**src/rtl/arb_4req_ctrl_if.sv**
```systemverilog
// Request/grant bundle between the four requesters and arb_4req_ctrl.
// master: requester side; slave: arbiter side.
interface arb_4req_ctrl_if;
  logic [3:0] req;
  logic       done;
  logic [3:0] gnt;
  logic [1:0] gnt_id;
  logic       busy;
  logic       timeout;

  modport master (
    output req, done,
    input  gnt, gnt_id, busy, timeout
  );

  modport slave (
    input  req, done,
    output gnt, gnt_id, busy, timeout
  );
endinterface

```
**src/rtl/arb_4req_ctrl.sv**
```systemverilog
// Four-way arbiter with registered one-hot grant and a contended hold budget.
// Define ARB_ROUND_ROBIN_EN for round-robin; otherwise fixed priority, req[3] highest.
module arb_4req_ctrl #(
  parameter int unsigned MAX_HOLD = 8
) (
  input  logic            clk,
  input  logic            rst,
  arb_4req_ctrl_if.slave  bus
);

  localparam int unsigned HW = (MAX_HOLD > 1) ? $clog2(MAX_HOLD) : 1;
  localparam logic [HW-1:0] HOLD_LAST = HW'(MAX_HOLD - 1);

  typedef enum logic {IDLE, GRANT} state_t;

  state_t        state_q, state_d;
  logic [HW-1:0] hold_q, hold_d;
  logic [3:0]    gnt_q, gnt_d;
  logic [1:0]    id_q, id_d;
  logic          to_q, to_d;
  logic [1:0]    win;
  logic          rel_done, rel_drop, rel_hold;

`ifdef ARB_ROUND_ROBIN_EN
  logic [1:0] last_q, last_d;
  logic [1:0] cand;
  logic       found;

  // Search downward from last_id-1; last_id itself is examined last.
  always_comb begin
    win   = last_q;
    cand  = last_q;
    found = 1'b0;
    for (int unsigned i = 1; i <= 4; i++) begin
      cand = last_q - 2'(i);
      if (!found && bus.req[cand]) begin
        win   = cand;
        found = 1'b1;
      end
    end
  end
`else
  always_comb begin
    win = 2'd0;
    if (bus.req[3])      win = 2'd3;
    else if (bus.req[2]) win = 2'd2;
    else if (bus.req[1]) win = 2'd1;
  end
`endif

  // gnt_q is one-hot on the owner while in GRANT, so it doubles as the owner mask.
  assign rel_done = bus.done;
  assign rel_drop = ~|(bus.req & gnt_q);
  assign rel_hold = (hold_q == HOLD_LAST) && (|(bus.req & ~gnt_q));

  always_comb begin
    state_d = state_q;
    hold_d  = hold_q;
    gnt_d   = gnt_q;
    id_d    = id_q;
    to_d    = 1'b0;
`ifdef ARB_ROUND_ROBIN_EN
    last_d  = last_q;
`endif
    unique case (state_q)
      IDLE: begin
        gnt_d = '0;
        if (|bus.req) begin
          gnt_d   = 4'b0001 << win;
          id_d    = win;
          hold_d  = '0;
          state_d = GRANT;
        end
      end
      GRANT: begin
        if (rel_done || rel_drop || rel_hold) begin
          gnt_d   = '0;
          hold_d  = '0;
          to_d    = rel_hold && !rel_done && !rel_drop;
          state_d = IDLE;
`ifdef ARB_ROUND_ROBIN_EN
          last_d  = id_q;
`endif
        end else if (hold_q != HOLD_LAST) begin
          hold_d = hold_q + HW'(1);
        end
      end
      default: state_d = IDLE;
    endcase
  end

  always_ff @(posedge clk) begin
    if (rst) begin
      state_q <= IDLE;
      hold_q  <= '0;
      gnt_q   <= '0;
      id_q    <= '0;
      to_q    <= 1'b0;
`ifdef ARB_ROUND_ROBIN_EN
      last_q  <= '0;
`endif
    end else begin
      state_q <= state_d;
      hold_q  <= hold_d;
      gnt_q   <= gnt_d;
      id_q    <= id_d;
      to_q    <= to_d;
`ifdef ARB_ROUND_ROBIN_EN
      last_q  <= last_d;
`endif
    end
  end

  assign bus.gnt     = gnt_q;
  assign bus.gnt_id  = id_q;
  assign bus.busy    = (state_q == GRANT);
  assign bus.timeout = to_q;

endmodule

```
**src/flat_wrapper.sv**
```systemverilog
// flat-port wrapper written by rule: the top's interface ports become plain ports
module arb_4req_ctrl_flat 
#(
  parameter int unsigned MAX_HOLD = 8
)
  (clk, rst, bus_req, bus_done, bus_gnt, bus_gnt_id, bus_busy, bus_timeout);
  arb_4req_ctrl_if bus_i ();
  input  logic clk;
  input  logic rst;
  input wire logic [$bits(bus_i.req)-1:0] bus_req;
  input wire logic [$bits(bus_i.done)-1:0] bus_done;
  output wire logic [$bits(bus_i.gnt)-1:0] bus_gnt;
  output wire logic [$bits(bus_i.gnt_id)-1:0] bus_gnt_id;
  output wire logic [$bits(bus_i.busy)-1:0] bus_busy;
  output wire logic [$bits(bus_i.timeout)-1:0] bus_timeout;
  assign bus_i.req = bus_req;
  assign bus_i.done = bus_done;
  assign bus_gnt = bus_i.gnt;
  assign bus_gnt_id = bus_i.gnt_id;
  assign bus_busy = bus_i.busy;
  assign bus_timeout = bus_i.timeout;
  arb_4req_ctrl #(.MAX_HOLD(MAX_HOLD)) u_core (.clk(clk), .rst(rst), .bus(bus_i));
endmodule
```
**config.mk**
```make
export PLATFORM = sky130hd
export DESIGN_NAME = arb_4req_ctrl_flat
export DESIGN_NICKNAME = d
export VERILOG_FILES = /design/src/rtl/arb_4req_ctrl_if.sv /design/src/rtl/arb_4req_ctrl.sv /design/src/flat_wrapper.sv
export SDC_FILE = /design/constraint.sdc
export NUM_CORES = 1
export LEC_CHECK = 0
export BUFFER_PORTS_ARGS = -buffer_cell sky130_fd_sc_hd__buf_2
export CORE_AREA = 2 2 39 41
export CTS_CLUSTER_DIAMETER = 60
export DETAILED_ROUTE_END_ITERATION = 6
export DIE_AREA = 0 0 41 43
export PLACE_DENSITY = 0.68
export SKIP_LAST_GASP = 1
export SLEW_MARGIN = 20
export SYNTH_ARGS = -nofsm -noshare
export SYNTH_HDL_FRONTEND = slang
export SYNTH_SLANG_ARGS = --single-unit
export TNS_END_PERCENT = 100
```
**constraint.sdc**
```tcl
create_clock -name clk -period 1.5 [get_ports clk]
set_clock_uncertainty 0.1 [all_clocks]
set_input_delay 0.3 -clock clk [delete_from_list [all_inputs] [get_ports clk]]
set_output_delay 0.3 -clock clk [all_outputs]
set_load 0.05 [all_outputs]
```
==> flow_summary.ini <==
[synth]
synth.distinct_cells = 26
postSynth.asyncResetShare_pct = 0
ys_top_cells_by_area = dfxtp_1, o32ai_4, a22o_1
synthMuxAreaShare_pct = 0
synth_top_family_by_area = compound AO/OA/AOI/OAI gates
synth_compound_area_share_pct = 31.83
yosys.area_share.simple_pct = 21.22
synth_commonest_cells = dfxtp_1, a21oi_1, nor2_1
syn_nets = 66
syn-mean-instance-area_um2 = 9.724
synth_seq_cells = 11
synth.top_cell.area_share_pct = 39.73
yosysTopAreaCell = dfxtp_1
synth_cells = 57
synth.most_common_cell = dfxtp_1
yosys_warnings = 0
synthAdderAreaFrac_pct = 4.515
synth_edf_count = 0
synthFlopType = dfxtp_1
synth_area_um2 = 554.3
synth_xor_area_share_pct = 0
seq_area_frac_synth_pct = 39.73

[clocking]
max-clock-path-buffers = 2
cts_tree = done
ctsHtreeMaxLevel = 1
cts_buffers = 3
clk_latency_ns = 0.27
cts_hold_buffers = 0
cts.sinks = 11
path_clk_slew_ns = 0.07
root_buffer = clkbuf_4

[die]
start_util_pct = 40.05
die-area_um2 = 1763
io-pin-count = 15
die_h_um = 43
core_area_um2 = 1384
std_cell_rows = 14
die_x_um = 41

[final_layout]
nFillCells = 122
drive_gt1_share_pct = 47.67
regArea_um2 = 229.0
syn2layout_area_growth_pct = 40.41
fin_cells = 102
nets = 96
antenna_cells = 0
multi_input_area_um2 = 331.6
final_area_um2 = 778.2

[worst_setup_path]
reg2reg_to = u_core.hold_q[0]
worst_setup_path_end_kind = flop
r2r_setup_slack_ns = -0.12
cp.required_ns = 1.61
critical_path_class = reg2reg
arrival_ns = 1.74
path_max_fanout = 3
r2r_start = u_core.bus.gnt[3]
start_kind = flop
cpPeakStageDelay_ns = 0.52
cp_cell_sequence = and2b_1 -> or4_4 -> o32ai_4 -> a22o_1
reg2reg_depth = 4
crit_path_top_delay_cell = or4_4

[run_status]
status = complete, but fails checks
violations = negative setup slack

[min_path]
hold_class = in2reg
whs_endpoint = u_core.bus.timeout
hold_start = rst
hold_depth = 3

[global_routing]
grt_pass1_wl_um = 1973
grt_pass1_vias = 451
grt_max_degree = 11
grt_overflow = 0
antenna_found_initial = 0
grtUsageTotal_pct = 17.51

[route]
highest_layer = met4
dr_wl_met3_um = 65
drt_iter0_drc = 12
ant_nets = 0
wl_met1_um = 631
dr.pass1.iters = 4
vias = 542
drc = 0
routed_via_density = 5.314
route.met2.wl_um = 575
drt-total-wl_um = 1304
detail_route.wl_per_cell_um = 12.78

[power]
pwr_density_cell_nw_per_um2 = 848.3
ir_drop_uv = 578.4
p_leak_nw = 0.3412

[placement]
gp_congestion = 0.8559
hpwl_um = 1028
dpl.cell_count = 97
placed_cell_area_um2 = 732.0
place.port_buffers = 14

[flow_run]
drv_cap = 0

[sta]
period_minus_slack_ns = 1.623
slew_violations = 0
worst_pin_slew_ns = 0.3480
setup_viol = 3
max_slew_margin_pct = 76.62
timing.final.ws_setup_ns = -0.1231
hold_viol_final = 0
fin_hold_ws_ns = 0.2806
rsz0062_at_grt = yes
max_freq_mhz = 616.1
finalCritPeriodShare_pct = 108.2
[cells by family after synthesis]
kind of cell	after synthesis
DFF	11
AOI/OAI and AO/OA	21
adders and majority gates	2
buffers and inverters	4
and+or+nand+nor	19
[timing repair]
item                                    in CTS  in global routing
pin swaps                                    1                  1
buffers inserted                             0                  1
resized for setup                            0                  3
endpoints found under the setup margin       3                  7
[how the worst max path moves through the flow]
stage | from | to | cells past startpoint
floorplan | u_core.bus.gnt[3] | u_core.hold_q[0] | 4
global placement | bus_req[3] | u_core.hold_q[0] | 5
detailed placement | bus_req[3] | u_core.hold_q[0] | 5
CTS | u_core.bus.gnt[3] | u_core.hold_q[0] | 4
global route | u_core.bus.gnt[3] | u_core.hold_q[0] | 4
finish | u_core.bus.gnt[3] | u_core.hold_q[0] | 4
[critical path: cells and delay by family (launching register included)]
family | cells | cell delay [ns]
AND/OR/NAND/NOR | 2 | 0.71
AO/OA/AOI/OAI | 2 | 0.42
flip-flops | 1 | 0.34
[through the flow]
| step | setup WS, ns | util [%] | setup TNS (ns) | power [mW] |
|---|---|---|---|---|
| finish | -0.1231 | 56.24 | -0.3352 | 0.6602 |
| global placement | -0.1709 | 52.89 | -0.4808 | 0.4602 |
| CTS | -0.1364 | 54.79 | -0.3675 | 0.6654 |
| detailed placement | -0.1788 | 52.89 | -0.5016 | 0.4627 |
| floorplan | -0.2086 | - | -0.5936 | 0.4070 |
| global route | -0.1802 | 56.24 | -0.5109 | 0.6948 |
[area by class of cell]
type | instances | share of cell area (%)
Sequential cell | 11 | 29.42
Clock buffer | 4 | 3.376
Multi-Input combinational cell | 42 | 42.60
Timing Repair Buffer | 26 | 20.58
Tap cell | 16 | 2.572
Inverter | 3 | 1.447
[layout by cell type, fill, tap and decap left out, types with 2 or more instances in the layout]
cell type	instances
a21oi_1	5
a22o_1	3
a22oi_1	2
buf_2	14
buf_4	12
clkbuf_4	3
dfxtp_1	6
dfxtp_2	4
inv_1	3
nand2b_1	3
nor2_1	5
nor2b_1	3
o21ai_0	2
[registers in the layout (all words and copies together) (netlist names)]
register,flops
u_core.hold_q,3
u_core.bus.busy,1
u_core.bus.gnt,4
u_core.bus.timeout,1
u_core.bus.gnt_id,2
[power breakdown]
part	internal, mW	switching [mW]	total (mW)	leakage (nW)
clock	0.103	0.0988	0.202	0.0150
sequential	0.304	0.00783	0.312	0.0922
combinational	0.0553	0.0910	0.146	0.234
total	0.463	0.198	0.660	0.341
[metal layers]
| layer | vias to the layer above | track usage (%) |
|---|---|---|
| met5 | - | 0 |
| met4 | 0 | 12.00 |
| met3 | 4 | 6.283 |
| met2 | 17 | 20.94 |
| met1 | 251 | 24.92 |
| li1 | 270 | - |
No activity file was read; power rests on OpenSTA's default activity.
